$ cat config.mk
export PLATFORM = sky130hd
export DESIGN_NAME = ibex_mem_arb
export DESIGN_NICKNAME = d
export VERILOG_FILES = /design/src/rtl/ibex_mem_arb_pkg.sv /design/src/rtl/ibex_mem_arb_id_fifo.sv /design/src/rtl/ibex_mem_arb.sv
export SDC_FILE = /design/constraint.sdc
export NUM_CORES = 1
export LEC_CHECK = 0
export BUFFER_PORTS_ARGS = -buffer_cell sky130_fd_sc_hd__buf_4
export CAP_MARGIN = 20
export CORE_AREA = 2 2 139 141
export CTS_CLUSTER_SIZE = 28
export DETAILED_ROUTE_END_ITERATION = 6
export DIE_AREA = 0 0 141 143
export SETUP_SLACK_MARGIN = 0.4
export SYNTH_ARGS = -nofsm -noshare
export SYNTH_HDL_FRONTEND = slang
export SYNTH_SLANG_ARGS = --single-unit
$ cat constraint.sdc
create_clock -name clk_i -period 2.4 [get_ports clk_i]
set_clock_uncertainty 0.1 [all_clocks]
set_input_delay 0.24 -clock clk_i [delete_from_list [all_inputs] [get_ports clk_i]]
set_output_delay 0.24 -clock clk_i [all_outputs]
set_load 0.01 [all_outputs]
$ cat src/rtl/ibex_mem_arb_pkg.sv
// Shared types for the instr/data memory arbiter.
// Host IDs, FSM states and the round-robin pick helper.
package ibex_mem_arb_pkg;

  typedef enum logic {
    HostInstr = 1'b0,
    HostData  = 1'b1
  } host_id_e;

  typedef enum logic {
    ArbIdle = 1'b0,
    ArbHold = 1'b1
  } arb_state_e;

  // The host granted last time gets lowest priority.
  function automatic host_id_e rr_pick(
    host_id_e last
  );
    return (last == HostData) ? HostInstr : HostData;
  endfunction

endpackage

$ cat src/rtl/ibex_mem_arb_id_fifo.sv
// In-order FIFO of granted host IDs awaiting response.
// Ports: push/push_id, pop, full, empty, head.
module ibex_mem_arb_id_fifo
  import ibex_mem_arb_pkg::*;
#(
  parameter int unsigned Depth = 2
) (
  input  logic     clk_i,
  input  logic     rst_ni,
  input  logic     push_i,
  input  host_id_e push_id_i,
  input  logic     pop_i,
  output logic     full_o,
  output logic     empty_o,
  output host_id_e head_o
);

  localparam int unsigned PtrW =
    (Depth > 1) ? $clog2(Depth) : 1;
  localparam int unsigned CntW =
    $clog2(Depth + 1);

  logic [PtrW-1:0] wptr_q, rptr_q;
  logic [CntW-1:0] cnt_q;
  host_id_e        mem_q [Depth];

  function automatic logic [PtrW-1:0] inc(
    logic [PtrW-1:0] p
  );
    return (p == PtrW'(Depth - 1)) ?
      '0 : p + PtrW'(1);
  endfunction

  assign full_o  = (cnt_q == CntW'(Depth));
  assign empty_o = (cnt_q == '0);
  assign head_o  = mem_q[rptr_q];

  always_ff @(posedge clk_i or negedge rst_ni) begin
    if (!rst_ni) begin
      wptr_q <= '0;
      rptr_q <= '0;
      cnt_q  <= '0;
      for (int i = 0; i < Depth; i++)
        mem_q[i] <= HostInstr;
    end else begin
      if (push_i) begin
        mem_q[wptr_q] <= push_id_i;
        wptr_q        <= inc(wptr_q);
      end
      if (pop_i)
        rptr_q <= inc(rptr_q);
      if (push_i && !pop_i)
        cnt_q <= cnt_q + CntW'(1);
      else if (pop_i && !push_i)
        cnt_q <= cnt_q - CntW'(1);
    end
  end

endmodule

$ cat src/rtl/ibex_mem_arb.sv
// Arbitrates instr/data hosts onto one memory device.
// Hosts: instr_*/data_* req/gnt/addr/we/be/wdata/wintg,
// rvalid/rdata/rintg/err; device: dev_*; plus
// unexpected_rvalid_o. Define IBEX_MEM_ARB_RR_EN for
// round-robin; otherwise data has fixed priority.
module ibex_mem_arb
  import ibex_mem_arb_pkg::*;
#(
  parameter int unsigned AddrWidth      = 32,
  parameter int unsigned DataWidth      = 32,
  parameter int unsigned IntgWidth      = 7,
  parameter int unsigned MaxOutstanding = 2
) (
  input  logic                   clk_i,
  input  logic                   rst_ni,
  input  logic                   instr_req_i,
  output logic                   instr_gnt_o,
  input  logic [AddrWidth-1:0]   instr_addr_i,
  input  logic                   instr_we_i,
  input  logic [DataWidth/8-1:0] instr_be_i,
  input  logic [DataWidth-1:0]   instr_wdata_i,
  input  logic [IntgWidth-1:0]   instr_wintg_i,
  output logic                   instr_rvalid_o,
  output logic [DataWidth-1:0]   instr_rdata_o,
  output logic [IntgWidth-1:0]   instr_rintg_o,
  output logic                   instr_err_o,
  input  logic                   data_req_i,
  output logic                   data_gnt_o,
  input  logic [AddrWidth-1:0]   data_addr_i,
  input  logic                   data_we_i,
  input  logic [DataWidth/8-1:0] data_be_i,
  input  logic [DataWidth-1:0]   data_wdata_i,
  input  logic [IntgWidth-1:0]   data_wintg_i,
  output logic                   data_rvalid_o,
  output logic [DataWidth-1:0]   data_rdata_o,
  output logic [IntgWidth-1:0]   data_rintg_o,
  output logic                   data_err_o,
  output logic                   dev_req_o,
  input  logic                   dev_gnt_i,
  output logic [AddrWidth-1:0]   dev_addr_o,
  output logic                   dev_we_o,
  output logic [DataWidth/8-1:0] dev_be_o,
  output logic [DataWidth-1:0]   dev_wdata_o,
  output logic [IntgWidth-1:0]   dev_wintg_o,
  input  logic                   dev_rvalid_i,
  input  logic [DataWidth-1:0]   dev_rdata_i,
  input  logic [IntgWidth-1:0]   dev_rintg_i,
  input  logic                   dev_err_i,
  output logic                   unexpected_rvalid_o
);

  arb_state_e state_q;
  host_id_e   sel_q, pick, sel, fifo_head;
  logic       sel_req, dev_gnt, is_data;
  logic       fifo_full, fifo_empty, fifo_pop;
`ifdef IBEX_MEM_ARB_RR_EN
  host_id_e   last_q;
`endif

  always_comb begin
    pick = data_req_i ? HostData : HostInstr;
`ifdef IBEX_MEM_ARB_RR_EN
    if (instr_req_i && data_req_i)
      pick = rr_pick(last_q);
`endif
  end

  assign sel     = (state_q == ArbHold) ? sel_q : pick;
  assign is_data = (sel == HostData);
  assign sel_req = is_data ? data_req_i : instr_req_i;

  // Outputs are gated by rst_ni so nothing leaks while
  // reset is held, even with requests/rvalid asserted.
  assign dev_req_o   = rst_ni & sel_req & ~fifo_full;
  assign dev_gnt     = dev_req_o & dev_gnt_i;
  assign instr_gnt_o = dev_gnt & ~is_data;
  assign data_gnt_o  = dev_gnt & is_data;

  assign dev_addr_o  = is_data ? data_addr_i  : instr_addr_i;
  assign dev_we_o    = is_data ? data_we_i    : instr_we_i;
  assign dev_be_o    = is_data ? data_be_i    : instr_be_i;
  assign dev_wdata_o = is_data ? data_wdata_i : instr_wdata_i;
  assign dev_wintg_o = is_data ? data_wintg_i : instr_wintg_i;

  assign fifo_pop = rst_ni & dev_rvalid_i & ~fifo_empty;
  assign unexpected_rvalid_o =
    rst_ni & dev_rvalid_i & fifo_empty;

  assign instr_rvalid_o =
    fifo_pop & (fifo_head == HostInstr);
  assign data_rvalid_o  =
    fifo_pop & (fifo_head == HostData);
  assign instr_err_o    = instr_rvalid_o & dev_err_i;
  assign data_err_o     = data_rvalid_o & dev_err_i;
  assign instr_rdata_o  = dev_rdata_i;
  assign data_rdata_o   = dev_rdata_i;
  assign instr_rintg_o  = dev_rintg_i;
  assign data_rintg_o   = dev_rintg_i;

  always_ff @(posedge clk_i or negedge rst_ni) begin
    if (!rst_ni) begin
      state_q <= ArbIdle;
      sel_q   <= HostData;
`ifdef IBEX_MEM_ARB_RR_EN
      last_q  <= HostInstr;
`endif
    end else begin
      unique case (state_q)
        ArbIdle:
          if (dev_req_o && !dev_gnt_i) begin
            state_q <= ArbHold;
            sel_q   <= sel;
          end
        ArbHold:
          if (dev_gnt)
            state_q <= ArbIdle;
      endcase
`ifdef IBEX_MEM_ARB_RR_EN
      if (dev_gnt)
        last_q <= sel;
`endif
    end
  end

  ibex_mem_arb_id_fifo #(
    .Depth (MaxOutstanding)
  ) u_id_fifo (
    .clk_i     (clk_i),
    .rst_ni    (rst_ni),
    .push_i    (dev_gnt),
    .push_id_i (sel),
    .pop_i     (fifo_pop),
    .full_o    (fifo_full),
    .empty_o   (fifo_empty),
    .head_o    (fifo_head)
  );

endmodule
After elaboration in Yosys (flattened, before gate mapping)
Cells that the tools add are included.
{ "totals": {"ff_bits": 8, "inputBits": 198, "output_inout_bits": 162, "elab_cells": 65} }
{ "op_classes": {"n_addsub": 4, "magnitude_cmp": 3, "eq_ne": 1, "n_mux": 21, "n_bitwise": 19, "n_reduce_logical": 10} }
{ "ops": {"columns": ["operator", "n"], "rows": [
  ["$mux W32", 2],
  ["$and A1 B1 Y1", 12],
  ["$mux W1", 12],
  ["$mux W7", 1],
  ["$not A1 Y1", 5],
  ["$ge A2 B2 Y1 const B", 2],
  ["$logic_and A1 B1 Y1", 4],
  ["$mux W2", 2],
  ["$mux W4", 1],
  ["$not A1 Y2", 2],
  ["$logic_not A1 Y1", 3],
  ["$add A1 B1 Y1 const B", 2],
  ["$add A2 B1 Y2 const B", 1],
  ["$bwmux W2", 1],
  ["$eq A2 B2 Y1 const B", 1],
  ["$logic_not A2 Y1", 1],
  ["$lt A2 B1 Y1 const B", 1],
  ["$pmux W1 S2", 1],
  ["$reduce_and A2 Y1", 1],
  ["$reduce_bool A2 Y1", 1],
  ["$sub A2 B1 Y2 const B", 1],
  ["$demux W1 S1", 1]
]} }

Logic depth before layout (Yosys ltp)
Gate-level depths: netlist of run 1.
{ "logic_depth": {"word_depth": 10, "ltp_mapped": 7, "ltp_nobuf": 7} }

Modules after synthesis
Synthesis of run 1 repeated with hierarchy kept, for this count alone.
{ "hier_totals": {"cells_unflattened": 213, "hier_area_um2": 2092.0} }
{ "modules_own_cells": {"columns": ["mod", "n_inst", "cells_each", "area_per_inst_um2", "seq_area_each_um2"], "rows": [
  ["ibex_mem_arb", 1, 192, 1821.7, 51.3],
  ["ibex_mem_arb_id_fifo", 1, 21, 270.3, 150.1]
]} }

Worst setup path after synthesis of run 1
OpenSTA, ideal clock, no wires.
{ "synth_path": {"kind": "flip-flop to output port", "start": "reg (tool-made name)", "end": "out dev_wdata_o[27]", "arrival_time_ps": 1353, "required_ps": 2060, "setup_slack_ps": 707, "stages_incl_launch_ff": 4, "path_buffers": 1, "path_cell_list": "dfrtp_1 -> mux2i_2 -> buf_2 -> mux2_1"} }
{ "synth_rtl": {"columns": ["item", "line_no", "text"], "rows": [
  ["to (decl)", "ibex_mem_arb.sv:43", "output logic [DataWidth-1:0] dev_wdata_o,"]
]} }

==> results of run 1 <==
-- metal layers --
metal | up-vias | wire length, µm | track usage
li1 | 997 | - | -
met1 | 944 | 3620 | 0.0939
met2 | 164 | 5470 | 0.168
met3 | 47 | 1360 | 0.0386
met4 | 0 | 350 | 0.0358
met5 | - | 0 | 0
-- stage by stage --
stage               cells  instance area (µm²)   util  power, mW  hold slack [ns]
floorplan             206                 1940      -       1.48           -0.156
global route          615                 3850  0.207       3.29            0.116
CTS                   613                 3720  0.200       2.95            0.108
detailed placement    599                 3480  0.187       2.34          -0.0206
finish                617                 3850  0.207       3.08            0.112
global placement      599                 3480  0.187       2.33          -0.0218
-- placed cells by master (no fill, tap or decap), types with 2 or more instances in the layout --
| cell type | n |
|---|---|
| mux2_2 | 59 |
| inv_1 | 2 |
| buf_4 | 237 |
| xor2_1 | 2 |
| buf_12 | 2 |
| nor3_1 | 2 |
| clkbuf_16 | 5 |
| nor2_1 | 3 |
| diode_2 | 2 |
| xnor2_1 | 3 |
| nand2b_1 | 2 |
| o31ai_1 | 3 |
| mux2_1 | 7 |
| buf_16 | 4 |
| mux2_4 | 11 |
| o41ai_1 | 2 |
| buf_6 | 11 |
| dfrtp_1 | 6 |
-- cell usage after synthesis --
library cell / instances
buf_4: 78
mux2_2: 70
buf_2: 8
dfrtp_1: 7
mux2_1: 7
nor2_1: 4
o31ai_1: 3
xnor2_1: 3
inv_1: 2
nand2b_1: 2
nor3_1: 2
o41ai_1: 2
xor2_1: 2
a21oi_2: 1
and2_1: 1
and3_1: 1
dfstp_2: 1
ha_1: 1
mux2i_1: 1
mux2i_2: 1
nand2_1: 1
nand3_1: 1
nand3b_1: 1
nand4_1: 1
nor2b_1: 1
nor3b_1: 1
nor4_1: 1
o211ai_1: 1
o21ai_0: 1
-- path summary, 6_finish.rpt --
check,from,end,slack [ns],cells after the start
worst max-delay path,register,dev_addr_o[25],0.31,5
worst min-delay path,dev_gnt_i,register,0.11,2
worst max register to register,register,u_id_fifo.cnt_q[1],0.62,8
worst min register to register,u_id_fifo.wptr_q,u_id_fifo.mem_q[1],0.40,1
max in group asynchronous,rst_ni,sel_q,1.51,2
min in group asynchronous,rst_ni,u_id_fifo.cnt_q[1],0.38,2
-- worst max-delay path: cells and delay by family, from the launching register on --
kind / cells / cell delay (ns)
muxes: 2 / 0.60
buffers and inverters: 3 / 0.52
DFF: 1 / 0.39
-- power groups by stage --
| stage | clock network, mW | registers (mW) | logic, mW |
|---|---|---|---|
| 2_1_floorplan | 0 | 0.266 | 1.22 |
| 3_3_place_gp | 0 | 0.286 | 2.04 |
| 3_5_place_dp | 0 | 0.288 | 2.05 |
| 4_1_cts | 0.294 | 0.285 | 2.37 |
| 5_1_grt | 0.308 | 0.299 | 2.69 |
| 6_report | 0.289 | 0.286 | 2.50 |
-- final cells by class --
class                           instances  area share
Timing Repair Buffer                  257       0.548
Sequential cell                         8      0.0526
Tap cell                              234      0.0760
Clock buffer                            4      0.0205
Antenna cell                            2     0.00130
Inverter                                2     0.00195
Multi-Input combinational cell        110       0.299
-- logic make-up after synthesis --
kind of cell / synth area share
mux: 0.460
xor+xnor: 0.0226
fa+ha+maj: 0.00646
buf+inv: 0.327
flops: 0.104
simple gates: 0.0478
compound gates: 0.0317
-- what timing repair did --
| item | 4_1_cts | 5_1_grt |
|---|---|---|
| endpoints found under the hold margin | 8 | 0 |
| gates cloned | 3 | 2 |
| hold buffers | 1 | 0 |
| pin swaps | 2 | 0 |
| setup buffers | 6 | 0 |
| setup endpoints to repair | 78 | 76 |
| resized for setup | 10 | 21 |
==> reports/qor.yml, run 1 <==
clk_pin_slew_ns: 0.04
numPortBuffers: 242
cts_buffer_depth: 2
leakage_nw: 1.89
fin_crit_sh: 0.872
yosys.area.top_type: "mux2_2"
slew_headroom: 0.649
synth_cells: 206
cpMaxStageDelayCell: "dfrtp_2"
setup_viol: 0
routabilityCongestion: 0.679
cap_violations: 0
route.vias.total: 2152
dieWidth_um: 141
ys_types: 29
coreArea_um2: 18600
status: "complete, no violations"
arrival_ns: 1.75
setup_ws_ns: 0.308
clkPwrFrac: 0.094
drtIter0Drc: 61
power.density_nw_per_um2: 798
syn-cell-area_um2: 1940
antenna_found_initial: 2
tritoncts: "yes"
maxSlewViolCount: 0
crit_path_max_fanout: 9
syn_nets: 405
wire_per_inst_um: 17.5
switching_share: 0.370
routed_wl_um: 10800
drcViolationCount: 0
crit_path_start_kind: "register"
slowest_delay_ns: 0.39
dieArea_um2: 20200
clock_latency_ns: 0.23
place_worst_setup_slack_ns: 0.272
multiInputGateArea_um2: 1150
cts_num_sinks: 8
cts-root-buf: "clkbuf_16"
nets: 581
vias_per_cell: 3.49
synth_top_area_frac: 0.407
cts_buffers: 3
ios: 360
hold_viol: 0
gr-total-overflow: 0
firstDrtPassIters: 4
fin_setup_tns_ns: 0
initial_core_util: 0.104
crit_path_end_kind: "output pin"
htree_levels: 1
holdCritPathClass: "input pin to register"
p_switching_mw: 1.14
grt_pass1_wl_um: 13400
synth.top_cells.by_area: "mux2_2 41%, buf_4 30%, dfrtp_1 9.0%"
grt_pass1_vias: 2107
rows: 50
crit_type: "register to output pin"
cp.required_ns: 2.06
ys_seq_area_frac: 0.104
irDropWorstVdd_mv: 0.262
die_y_um: 143
rsz0062_at_grt: "yes"
ant_nets: 0
num-fill-cells: 2065
combinationalPowerShare: 0.813
area_delta_synth_final_pct: 99.1
seqPwrFrac: 0.093
worst_pin_slew_ns: 0.524
fmaxAchievable_mhz: 478
p_int_mw: 1.94
dp_hpwl_um: 8640
grt_max_degree: 20
ff_latch_area_um2: 203
drive_gt1_frac: 0.877
syn_avg_cell_area_um2: 9.40
grt_usage: 0.0922
cp_cell_sequence: "mux2i_4 -> buf_12 -> clkbuf_16 -> mux2_2 -> buf_4"
yosys_warnings: 0
min_period_ns: 2.09
synth-seq-cells: 8
(Power assumes the default switching activity.)
==> inputs of run 2 (changes only) <==
BUFFER_PORTS_ARGS = not set   (was -buffer_cell sky130_fd_sc_hd__buf_4)
CORE_AREA = 2 2 142 144   (was 2 2 139 141)
DIE_AREA = 0 0 144 146   (was 0 0 141 143)
DONT_BUFFER_PORTS = 1   (was not set)
clock period = 2.7 ns   (was 2.4 ns; I/O delays follow)
==> reports/qor.yml, run 2 (synthesis gave the netlist of run 1 again) <==
status: "complete, no violations"  # unchanged
htree_levels: 1  # unchanged
worst-r2r-setup-slack_ns: 0.73  # was 0.62 ns
drive_gt1_frac: 0.611  # was 0.877
layout_commonest_cell: "mux2_2"  # was buf_4
grt_pass1_vias: 1180  # was 2,107
power.density_nw_per_um2: 920  # was 798 nW/µm²
worst_pin_slew_ns: 0.514  # was 0.524 ns
fin_setup_tns_ns: 0  # unchanged
die_y_um: 146  # was 143 µm
cp.required_ns: 2.33  # was 2.06 ns
drtIter0Drc: 46  # was 61
maxSlewViolCount: 0  # unchanged
cap_violations: 0  # unchanged
dieWidth_um: 144  # was 141 µm
area_delta_synth_final_pct: -8.73  # was 99.1%
gr-total-overflow: 0  # unchanged
hp-start: "dev_gnt_i"  # unchanged
place_worst_setup_slack_ns: 0.712  # was 0.272 ns
clk_pin_slew_ns: 0.04  # about the same
grt_usage: 0.0609  # was 0.0922
dieArea_um2: 21000  # was 20,200 µm²
arrival_ns: 1.88  # was 1.75 ns
holdWs_ns: 0.0354  # was 0.112 ns
holdCritPathClass: "input pin to register"  # unchanged
seqPwrFrac: 0.157  # was 0.093
crit_type: "register to output pin"  # unchanged
finalPower_mw: 1.63  # was 3.08 mW
cts_num_sinks: 8  # unchanged
dp_hpwl_um: 6800  # was 8640 µm
routed_wl_um: 7600  # was 10,800 µm
grt_pass1_wl_um: 8890  # was 13,400 µm
rows: 51  # was 50
coreArea_um2: 19300  # was 18,600 µm²
numPortBuffers: 0  # was 242
crit_path_start_kind: "register"  # unchanged
clock_latency_ns: 0.23  # about the same
leakage_nw: 0.550  # was 1.89 nW
clkPwrFrac: 0.158  # was 0.094
mostFrequentLayoutCells: "70 x mux2_2, 7 x mux2_1, 7 x dfrtp_1"  # was 237 x buf_4, 59 x mux2_2, 11 x mux2_4, 11 x buf_6, 7 x mux2_1
firstDrtPassIters: 4  # unchanged
crit_path_max_fanout: 80  # was 9
p_int_mw: 0.895  # was 1.94 mW
num-fill-cells: 2241  # was 2,065
cts-root-buf: "clkbuf_16"  # unchanged
ant_nets: 0  # unchanged
drcViolationCount: 0  # unchanged
setup_ws_ns: 0.449  # was 0.308 ns
hold_viol: 0  # unchanged
ff_latch_area_um2: 201  # was 203 µm²
min_period_ns: 2.25
grt_max_degree: 81  # was 20
worst_r2r_endpoint: "u_id_fifo.cnt_q[1]"  # unchanged
vias_per_cell: 3.11  # was 3.49
switching_share: 0.449  # was 0.370
initial_core_util: 0.100  # was 0.104
p_switching_mw: 0.731  # was 1.14 mW
tritoncts: "yes"  # unchanged
cts_buffer_depth: 2  # unchanged
rsz0062_at_grt: "yes"  # unchanged
multiInputGateArea_um2: 1110  # was 1150 µm²
irDropWorstVdd_mv: 0.303  # was 0.262 mV
ios: 360  # unchanged
setup_viol: 0  # unchanged
holdPathStages: 1  # was 2
slew_headroom: 0.656  # was 0.649
fin_crit_sh: 0.834
cts_buffers: 3  # unchanged
crit_path_end_kind: "output pin"  # unchanged
nets: 326  # was 581
utilization: 0.0914  # was 0.207
combinationalPowerShare: 0.684  # was 0.813
route.vias.total: 1219  # was 2,152
reg2reg_depth: 7  # was 8
wire_per_inst_um: 19.4  # was 17.5 µm
antenna_found_initial: 2  # unchanged
routabilityCongestion: 0.809  # was 0.679
fmaxAchievable_mhz: 444
-- run 2: power by group through the flow --
stage / Combinational [mW] / Sequential [mW] / Clock, mW
floorplan: 1.08 / 0.236 / 0
global placement: 1.10 / 0.253 / 0
detailed placement: 1.11 / 0.257 / 0
CTS: 1.12 / 0.256 / 0.262
global route: 1.20 / 0.266 / 0.274
finish: 1.11 / 0.256 / 0.257
-- run 2: metrics by stage --
stage / area [µm²] / std cells
6_report: 1770 / 392
5_1_grt: 1760 / 391
4_1_cts: 1760 / 391
3_5_place_dp: 1670 / 386
3_3_place_gp: 1670 / 386
2_1_floorplan: 1940 / 206
-- run 2: area by class of cell --
cell class | instances | area share
diodes | 1 | 0.00142
clock buffers | 4 | 0.0446
inverters | 2 | 0.00425
multi-input cells | 110 | 0.628
flip-flops and latches | 8 | 0.114
well taps | 265 | 0.188
repair buffers | 2 | 0.0198
-- run 2: worst max-delay path: stages (launching register included) --
cell and delay (ns):
dfrtp_1 0.45, mux2i_4 0.28, clkbuf_16 0.31, mux2_2 0.46
-- run 2: worst max-delay path by stage --
stage,startpoint,end,slack (ns),cells past startpoint
after floorplan,register,dev_wdata_o[27],0.98,3
after global placement,register,dev_addr_o[6],0.75,3
after detailed placement,register,dev_addr_o[6],0.71,3
after CTS,register,dev_addr_o[6],0.46,3
after global routing,register,dev_addr_o[6],0.39,3
final,register,dev_addr_o[6],0.45,3
-- run 2: timing repair --
item | 4_1_cts | 5_1_grt
hold endpoints to repair | 8 | 0
buffers inserted | 0 | 0
hold buffers | 1 | 0
gates resized for setup | 0 | 1
setup endpoints to repair | 0 | 1
-- run 2: routing by layer --
metal	routed length (µm)	track usage	vias up	part of all wire
li1	-	-	480	-
met1	2620	0.0653	521	0.34
met3	1130	0.0280	41	0.15
met5	0	0	-	0
met2	3500	0.101	177	0.46
met4	349	0.0289	0	0.046
